<file path="src/rtl/rc4_pkg.sv">
// -----------------------------------------------------------------------------
// rc4_pkg
// Shared definitions for the RC4 cracking datapath stages.
//   S_SIZE / S_LAST     : geometry of the 256x8 S working memory
//   KEY_LENGTH_DEFAULT  : default number of secret key bytes
//   ksa_state_t         : key-scheduling FSM encoding
// The state encoding reserves bit 4 as the RAM write strobe and bit 3 as the
// completion strobe. s_wren and finish are therefore straight copies of flop
// outputs, so they cannot glitch.
// -----------------------------------------------------------------------------
package rc4_pkg;

  localparam int          S_SIZE             = 256;
  localparam logic [7:0]  S_LAST             = 8'd255;
  localparam int          KEY_LENGTH_DEFAULT = 3;

  localparam int          WREN_BIT           = 4;
  localparam int          FINISH_BIT         = 3;

  typedef enum logic [4:0] {
    IDLE       = 5'b00_000,
    READ_I     = 5'b00_001,
    WAIT_I     = 5'b00_010,
    UPDATE_J   = 5'b00_011,
    READ_J     = 5'b00_100,
    WAIT_J     = 5'b00_101,
    SWAP_SETUP = 5'b00_110,
    INIT_FILL  = 5'b10_000,
    WRITE_I    = 5'b10_001,
    WRITE_J    = 5'b10_010,
    DONE       = 5'b01_000
  } ksa_state_t;

endpackage

</file>
<file path="src/rtl/s_memory_key_scheduler.sv">
// -----------------------------------------------------------------------------
// s_memory_key_scheduler
// Writer of the 256x8 S working memory. It fills S with the identity
// permutation and then runs the RC4 key-scheduling swap loop. A one-cycle
// finish pulse marks S as ready for the keystream stage.
// Ports:
//   clk        : clock, rising edge
//   reset_n    : synchronous active-low reset
//   start      : launch a run (honoured only in IDLE)
//   secret_key : big-endian key, byte 0 in the top 8 bits; captured at launch
//   s_address  : S RAM address (registered)
//   s_data     : S RAM write data (registered)
//   s_wren     : S RAM write enable
//   s_q        : S RAM read data (one cycle after the address is registered)
//   finish     : one-cycle completion pulse
// -----------------------------------------------------------------------------
module s_memory_key_scheduler
  import rc4_pkg::*;
#(
  parameter int KEY_LENGTH = KEY_LENGTH_DEFAULT
) (
  input  logic                    clk,
  input  logic                    reset_n,
  input  logic                    start,
  input  logic [8*KEY_LENGTH-1:0] secret_key,
  output logic [7:0]              s_address,
  output logic [7:0]              s_data,
  output logic                    s_wren,
  input  logic [7:0]              s_q,
  output logic                    finish
);

  localparam int KIW = (KEY_LENGTH > 1) ? $clog2(KEY_LENGTH) : 1;

  ksa_state_t              state_r;
  ksa_state_t              state_nxt_s;
  logic [8*KEY_LENGTH-1:0] key_r;
  logic [7:0]              addr_r;
  logic [7:0]              data_r;
  logic [7:0]              i_r;
  logic [7:0]              j_r;
  logic [7:0]              si_r;
  logic [KIW-1:0]          key_idx_r;
  logic [7:0]              key_byte_s;

  assign s_address = addr_r;
  assign s_data    = data_r;

  // State register
  always_ff @(posedge clk) begin
    if (!reset_n) begin
      state_r <= IDLE;
    end else begin
      state_r <= state_nxt_s;
    end
  end

  // Next-state logic
  always_comb begin
    state_nxt_s = state_r;
    case (state_r)
      IDLE:       state_nxt_s = start ? INIT_FILL : IDLE;
      INIT_FILL:  state_nxt_s = (addr_r == S_LAST) ? READ_I : INIT_FILL;
      READ_I:     state_nxt_s = WAIT_I;
      WAIT_I:     state_nxt_s = UPDATE_J;
      UPDATE_J:   state_nxt_s = READ_J;
      READ_J:     state_nxt_s = WAIT_J;
      WAIT_J:     state_nxt_s = SWAP_SETUP;
      SWAP_SETUP: state_nxt_s = WRITE_I;
      WRITE_I:    state_nxt_s = WRITE_J;
      WRITE_J:    state_nxt_s = (i_r == S_LAST) ? DONE : READ_I;
      DONE:       state_nxt_s = IDLE;
      default:    state_nxt_s = IDLE;
    endcase
  end

  // Strobe outputs taken straight from dedicated state bits
  always_comb begin
    s_wren = state_r[WREN_BIT];
    finish = state_r[FINISH_BIT];
  end

  // Key byte select: key_idx 0 is the most significant byte
  always_comb begin
    key_byte_s = 8'd0;
    for (int k = 0; k < KEY_LENGTH; k++) begin
      key_byte_s = (key_idx_r == KIW'(k)) ? key_r[8*(KEY_LENGTH-1-k) +: 8] : key_byte_s;
    end
  end

  // Datapath registers: address/data bus, indices, and the saved S[i]
  always_ff @(posedge clk) begin
    if (!reset_n) begin
      key_r     <= '0;
      addr_r    <= 8'd0;
      data_r    <= 8'd0;
      i_r       <= 8'd0;
      j_r       <= 8'd0;
      si_r      <= 8'd0;
      key_idx_r <= '0;
    end else begin
      case (state_r)
        IDLE: begin
          if (start) begin
            key_r     <= secret_key;
            addr_r    <= 8'd0;
            data_r    <= 8'd0;
            i_r       <= 8'd0;
            j_r       <= 8'd0;
            key_idx_r <= '0;
          end
        end
        INIT_FILL: begin
          if (addr_r == S_LAST) begin
            i_r <= 8'd0;
          end else begin
            addr_r <= addr_r + 8'd1;
            data_r <= data_r + 8'd1;
          end
        end
        READ_I: addr_r <= i_r;
        UPDATE_J: begin
          si_r <= s_q;
          j_r  <= j_r + s_q + key_byte_s;
        end
        READ_J: addr_r <= j_r;
        SWAP_SETUP: begin
          // s_data itself holds S[j] for the WRITE_I cycle
          addr_r <= i_r;
          data_r <= s_q;
        end
        WRITE_I: begin
          addr_r <= j_r;
          data_r <= si_r;
        end
        WRITE_J: begin
          if (i_r != S_LAST) begin
            i_r       <= i_r + 8'd1;
            key_idx_r <= (key_idx_r == KIW'(KEY_LENGTH-1)) ? '0 : key_idx_r + KIW'(1);
          end
        end
        DONE: begin
          addr_r <= 8'd0;
          data_r <= 8'd0;
        end
        default: begin
        end
      endcase
    end
  end

endmodule

</file>
<file path="config.mk">
export PLATFORM = sky130hd
export DESIGN_NAME = s_memory_key_scheduler
export DESIGN_NICKNAME = d
export VERILOG_FILES = /design/src/rtl/rc4_pkg.sv /design/src/rtl/s_memory_key_scheduler.sv
export SDC_FILE = /design/constraint.sdc
export NUM_CORES = 1
export LEC_CHECK = 0
export ABC_AREA = 1
export BUFFER_PORTS_ARGS = -buffer_cell sky130_fd_sc_hd__clkbuf_2
export CAP_MARGIN = 25
export CORE_UTILIZATION = 53
export CTS_BUF_LIST = sky130_fd_sc_hd__clkbuf_16
export DETAILED_ROUTE_END_ITERATION = 7
export HOLD_SLACK_MARGIN = 0.12
export PLACE_DENSITY = 0.76
export SYNTH_ARGS = -nofsm -noshare
export SYNTH_HDL_FRONTEND = slang
export SYNTH_SLANG_ARGS = --single-unit
</file>
<file path="constraint.sdc">
create_clock -name clk -period 2.25 [get_ports clk]
set_input_delay 0.3375 -clock clk [delete_from_list [all_inputs] [get_ports clk]]
set_output_delay 0.3375 -clock clk [all_outputs]
set_load 0.02 [all_outputs]
</file>
## After elaboration in Yosys (flattened, before gate mapping)

Cells that the tools add are included.

- Register bits after elaboration: 71
- Bits in latches: 0
- Bits in writable memories: 0
- ROM bits: 0
- Word-level logic and storage cells: 68
- Memories kept: 0

- Add/sub/neg operators: 6
- Multiply operators: 0
- Divide/modulo/power cells: 0
- $lt $le $gt $ge: 0
- Eq/ne operators: 19
- Shift-type cells: 0
- Multiplexer cells: 20
- Bitwise logic cells: 0
- Reductions and logical operators: 15

Operators by type and width:

| cell | number |
|---|---|
| $pmux W8 S5 | 2 |
| $mux W8 | 8 |
| $pmux W5 S10 | 1 |
| $add A8 B1 Y8 const B | 3 |
| $pmux W8 S3 | 1 |
| $add A8 B8 Y8 | 2 |
| $eq A8 B8 Y1 const B | 2 |
| $pmux W8 S2 | 1 |
| $eq A5 B3 Y1 const B | 3 |
| $eq A5 B5 Y1 const B | 3 |
| $eq A5 B2 Y1 const B | 2 |
| $mux W5 | 2 |
| $reduce_bool A5 Y1 | 2 |
| $reduce_and A3 Y1 | 3 |
| $ne A2 B2 Y1 const B | 4 |
| $ne A8 B8 Y1 const B | 1 |
| $mux W2 | 3 |
| $eq A5 B1 Y1 const B | 1 |
| $eq A5 B4 Y1 const B | 1 |
| $logic_not A5 Y1 | 1 |
| $mux W4 | 1 |
| $pmux W2 S2 | 1 |
| $reduce_and A2 Y1 | 2 |
| $reduce_and A4 Y1 | 1 |
| other kinds (7) | 9 |

## Longest topological paths before layout

- Depth in word-level cells: 6
- Depth in mapped cells: 16
- Mapped depth without buffers: 16

## Worst setup path before layout

OpenSTA, ideal clock, no wires.

- Path type: register to register
- Start: reg key_idx_r[0]
- End: reg j_r[5]
- Library setup time: 70 ps
- Arrival: 2,266 ps
- Setup slack: -87 ps
- Cell stages (with the launch flop): 15
- Buffers on the path: 0
- Path through: dfxtp_1 inv_1 nor2_1 nand2_1 nand3_1 fa_1 ha_1 inv_1 fa_1 inv_1 a31oi_1 nor2_1 nor2_1 nand2_1 a21oi_1

- Word-level cells in the longest chain between the ends: 6

Ends and longest elaborated chain:

| what | RTL line | RTL |
|---|---|---|
| start, declared | s_memory_key_scheduler.sv:43 | `logic [KIW-1:0] key_idx_r;` |
| start signal, assigned | s_memory_key_scheduler.sv:139 | `key_idx_r <= (key_idx_r == KIW'(KEY_LENGTH-1)) ? '0 : key_idx_r + KIW'(1);` |
| $logic_not A2 Y1 | s_memory_key_scheduler.sv:87 | `key_byte_s = (key_idx_r == KIW'(k)) ? key_r[8*(KEY_LENGTH-1-k) +: 8] : key_byte_s;` |
| $mux W8 (2 in series) | s_memory_key_scheduler.sv:87 |  |
| $mux W8 * | s_memory_key_scheduler.sv:87 |  |
| $add A8 B8 Y8 * | s_memory_key_scheduler.sv:124 | `j_r <= j_r + s_q + key_byte_s;` |
| $pmux W8 S2 * | s_memory_key_scheduler.sv:102 | `case (state_r)` |
| end signal, assigned | s_memory_key_scheduler.sv:124 |  |
| end, declared | s_memory_key_scheduler.sv:41 | `logic [7:0] j_r;` |

Mark *: on every way between the ends. The rest lies on a longest branch, timed or not.
A chain may end at the register's enable or synchronous reset.

## Final worst setup path

Same ends and word-level chain as after synthesis.

==> results.yml <==
logic_synthesis:
  synth_compound_area_share_pct: 13.6
  synth_async_sr_flop_share_pct: 0
  syn_area_per_cell_um2: 6.69
  syn-instance-count: 621
  synth_flop_cell: "dfxtp_1"
  synth_xor_area_share_pct: 0.632
  ys.warnings.count: 0
  synthMuxAreaShare_pct: 0
  syn_area_um2: 4160
  synthSimpleGateAreaFrac_pct: 37.0
  synth_nets: 673
  synth_top_area_share_pct: 34.2
  ys_types: 37
  synth-edff-count: 0
  yosysSeqAreaShare_pct: 34.2
  yosysTopAreaCell: "dfxtp_1"
  ys_top_cells_by_area: "dfxtp_1 34%, nand2_1 15%, nor2_1 7.9%"
  yosys.area_share.adder_pct: 6.56
  ys_ff_latch: 71
  synth_top_family_by_area: "simple AND/OR/NAND/NOR gates"
detailed_routing:
  drc: 0
  drt_iter0_drc: 243
  ant_nets: 0
  wl_um: 10600
  dr_total_vias: 4201
  drt_pass1_iterations: 5
  vias_per_cell: 5.31
  wire_per_inst_um: 13.4
power_and_ir_drop:
  swShare_pct: 26.6
  p_int_mw: 2.47
  p_total_mw: 3.37
  p_switching_uw: 895
  seq_power_share_pct: 40.3
  p_leak_nw: 2.30
  p_per_area_nw_per_um2: 663
  ir_drop_v: 0.000405
  power.share.clock_pct: 44.2
  comb_power_share_pct: 15.5
sta:
  timing.final.ws_setup_ns: -0.0715
  worstMarginPinSlew_ns: 0.483
  period_needed_ns: 2.32
  hold_viol: 0
  fin_skew_ns: 0.00456
  relSlewSlack_pct: 67.7
  setup_viol: 3
  min_period_over_period_pct: 103
  fin_tns_setup_ns: -0.154
  hold_slack_ns: 0.250
  rsz0062_at_grt: "true"
  slew_violations: 0
  fmax_ghz: 0.431
finish:
  finalNonFillerCells: 791
  fin_util_pct: 68.6
  final_nets: 739
  drive_gt1_share_pct: 22.1
  fin_area_um2: 5080
  fill_cells: 645
  n_antenna_cell: 0
  syn_to_final_growth_pct: 22.3
global_route:
  first_global_vias: 3862
  grtUsageTotal_pct: 27.1
  antenna_found_initial: 0
  grt_overflow_total: 0
  grt_pass1_wl_um: 17900
  grt_max_degree: 41
status:
  outcome: "finished with violations"
  violations: "setup timing"
worst_setup_path:
  cp-start-kind: "register"
  cp_cell_sequence: "inv_6 -> nor2_4 -> nand2_2 -> nand3_2 -> fa_1 -> ha_2 -> inv_2 -> fa_2 -> inv_2 -> a31oi_2 -> nor2_1 -> nor2_1 -> nand2_1 -> a21oi_1"
  slowest_stage: "fa_1"
  crit_fanout: 6
  setup.worst_path.end_class: "register"
  cpPeakStageDelay_ns: 0.49
  critical_path_required_ns: 2.46
  critPathKind: "register to register"
  worst_r2r_path_depth: 14
  worst_ep_arrival_time_ns: 2.53
cts:
  cts_tree: "yes"
  cts_buffers: 9
  h-tree-depth: 3
  path_clk_slew_ns: 0.06
  clock_latency_ns: 0.33
  cts_num_sinks: 71
  clock_path_buffers: 2
  clock-root-buffer: "clkbuf_16"
  cts_hold_buf: 0
placement:
  gp_congestion: 0.878
  placed_cells: 772
  place_area_um2: 4590
  place.port_buffers: 52
  place_ws_ns: -0.199
  hpwl_um: 7620
die:
  core_region_area_um2: 7410
  die_w_um: 90.5
  ioPinCount: 53
  start_util_pct: 56.1
  rows: 31
  die_h_um: 90.5
  dieArea_um2: 8200
min_path:
  min_path_type: "input port to register"
  min_delay_path_depth: 3
run:
  cap_violations: 0
## logic make-up (layout without fill, tap and decap cells)
family / Yosys count / after routing
compound gates: 104 / 104
xor+xnor: 3 / 3
fa+ha+maj: 17 / 17
buf+inv: 84 / 155
flops: 71 / 71
simple gates: 342 / 342
## sequential cells by signal (all words and copies together), names as in the netlist
register   cells
key_r         24
j_r            8
i_r            8
si_r           8
s_data         8
key_idx_r      2
state_r        5
s_address      8
## path summary, 6_finish.rpt
| path | slack [ns] | startpoint | end |
|---|---|---|---|
| hold reg to reg | 0.46 | si_r[2] | si_r[2] |
| setup / recovery | -0.07 | key_idx_r[0] | j_r[5] |
| hold / removal | 0.25 | secret_key[19] | key_r[19] |
| setup reg to reg | -0.07 | key_idx_r[0] | j_r[5] |
## final cells by class
cell class              instances  area, um2  share of cell area [%]
multi-input cells             466       2560                    50.4
flip-flops and latches         71       1430                    28.1
repair buffers                 69        388                    7.63
inverters                      70        273                    5.37
clock buffers                   9        225                    4.43
well taps                      99        124                    2.44
clock inverters                 7       81.3                    1.60
## cells in the mapped netlist, types with 2 or more instances
cell type and n:
nand3_1 48, xor2_1 2, nor2_1 87, ha_1 9, buf_4 3, nand2_1 167, nand4_1 9, or2_2 2
o211ai_1 6, nand2_2 6, a21oi_1 41, nor2_2 3, inv_2 8, inv_1 61, buf_2 3, nor2_4 5
o21ai_1 4, nand2_4 4, nor3_1 4, a31oi_1 2, dfxtp_1 71, clkbuf_1 8, o21ai_0 45, nand3_2 3
fa_1 8
## routing by layer
| metal | track usage (%) | vias up | part of all wire (%) |
|---|---|---|---|
| met3 | 4.29 | 21 | 5.6 |
| met5 | 0 | - | 0 |
| met1 | 36.6 | 1897 | 46 |
| li1 | - | 2141 | - |
| met2 | 42.9 | 142 | 46 |
| met4 | 11.4 | 0 | 2.5 |
## repair_timing
action / in CTS / in global routing
setup endpoints to repair: 6 / 6
resized for setup: 18 / 20
setup buffers: 2 / 1
pin swaps: 5 / 15
## critical path: cells and delay by family, from the launching register on
kind / cells / cell delay, ns
AOI/OAI and AO/OA: 2 / 0.14
adders and majority gates: 3 / 1.05
and+or+nand+nor: 6 / 0.43
buffers and inverters: 3 / 0.20
DFF: 1 / 0.38
## power groups by stage
stage          Sequential, mW  Clock [mW]  Combinational [mW]
6_report                 1.36        1.49               0.521
5_1_grt                  1.37        1.56               0.586
3_3_place_gp             1.38           0               0.449
3_5_place_dp             1.39           0               0.459
2_1_floorplan            1.39           0               0.308
4_1_cts                  1.36        1.49               0.485
## layout by cell type (no fill, tap or decap), types with 2 or more instances in the layout
cell       Yosys  final
a21oi_2        0      2
nand3_2        3      9
o21ai_1        4      6
buf_4          3     17
ha_1           9      3
xor2_1         2      2
nor3_1         4      3
o211ai_1       6      6
or2_2          2      2
nor2_1        87     82
nand3_1       48     42
nor2_4         5      8
nand4_1        9      9
inv_2          8     11
inv_1         61     59
ha_4           0      5
nor2_2         3      5
nand2_2        6      8
clkinv_2       0      2
clkbuf_16      0      9
bufinv_16      0      2
clkbuf_2       0     52
dfxtp_1       71     69
dfxtp_4        0      2
inv_4          1      2
nand2_4        4      4
fa_2           0      2
o21ai_0       45     42
a21oi_1       41     39
fa_1           8      6
nand2_1      167    165
Power figures use the tool's default switching activity.
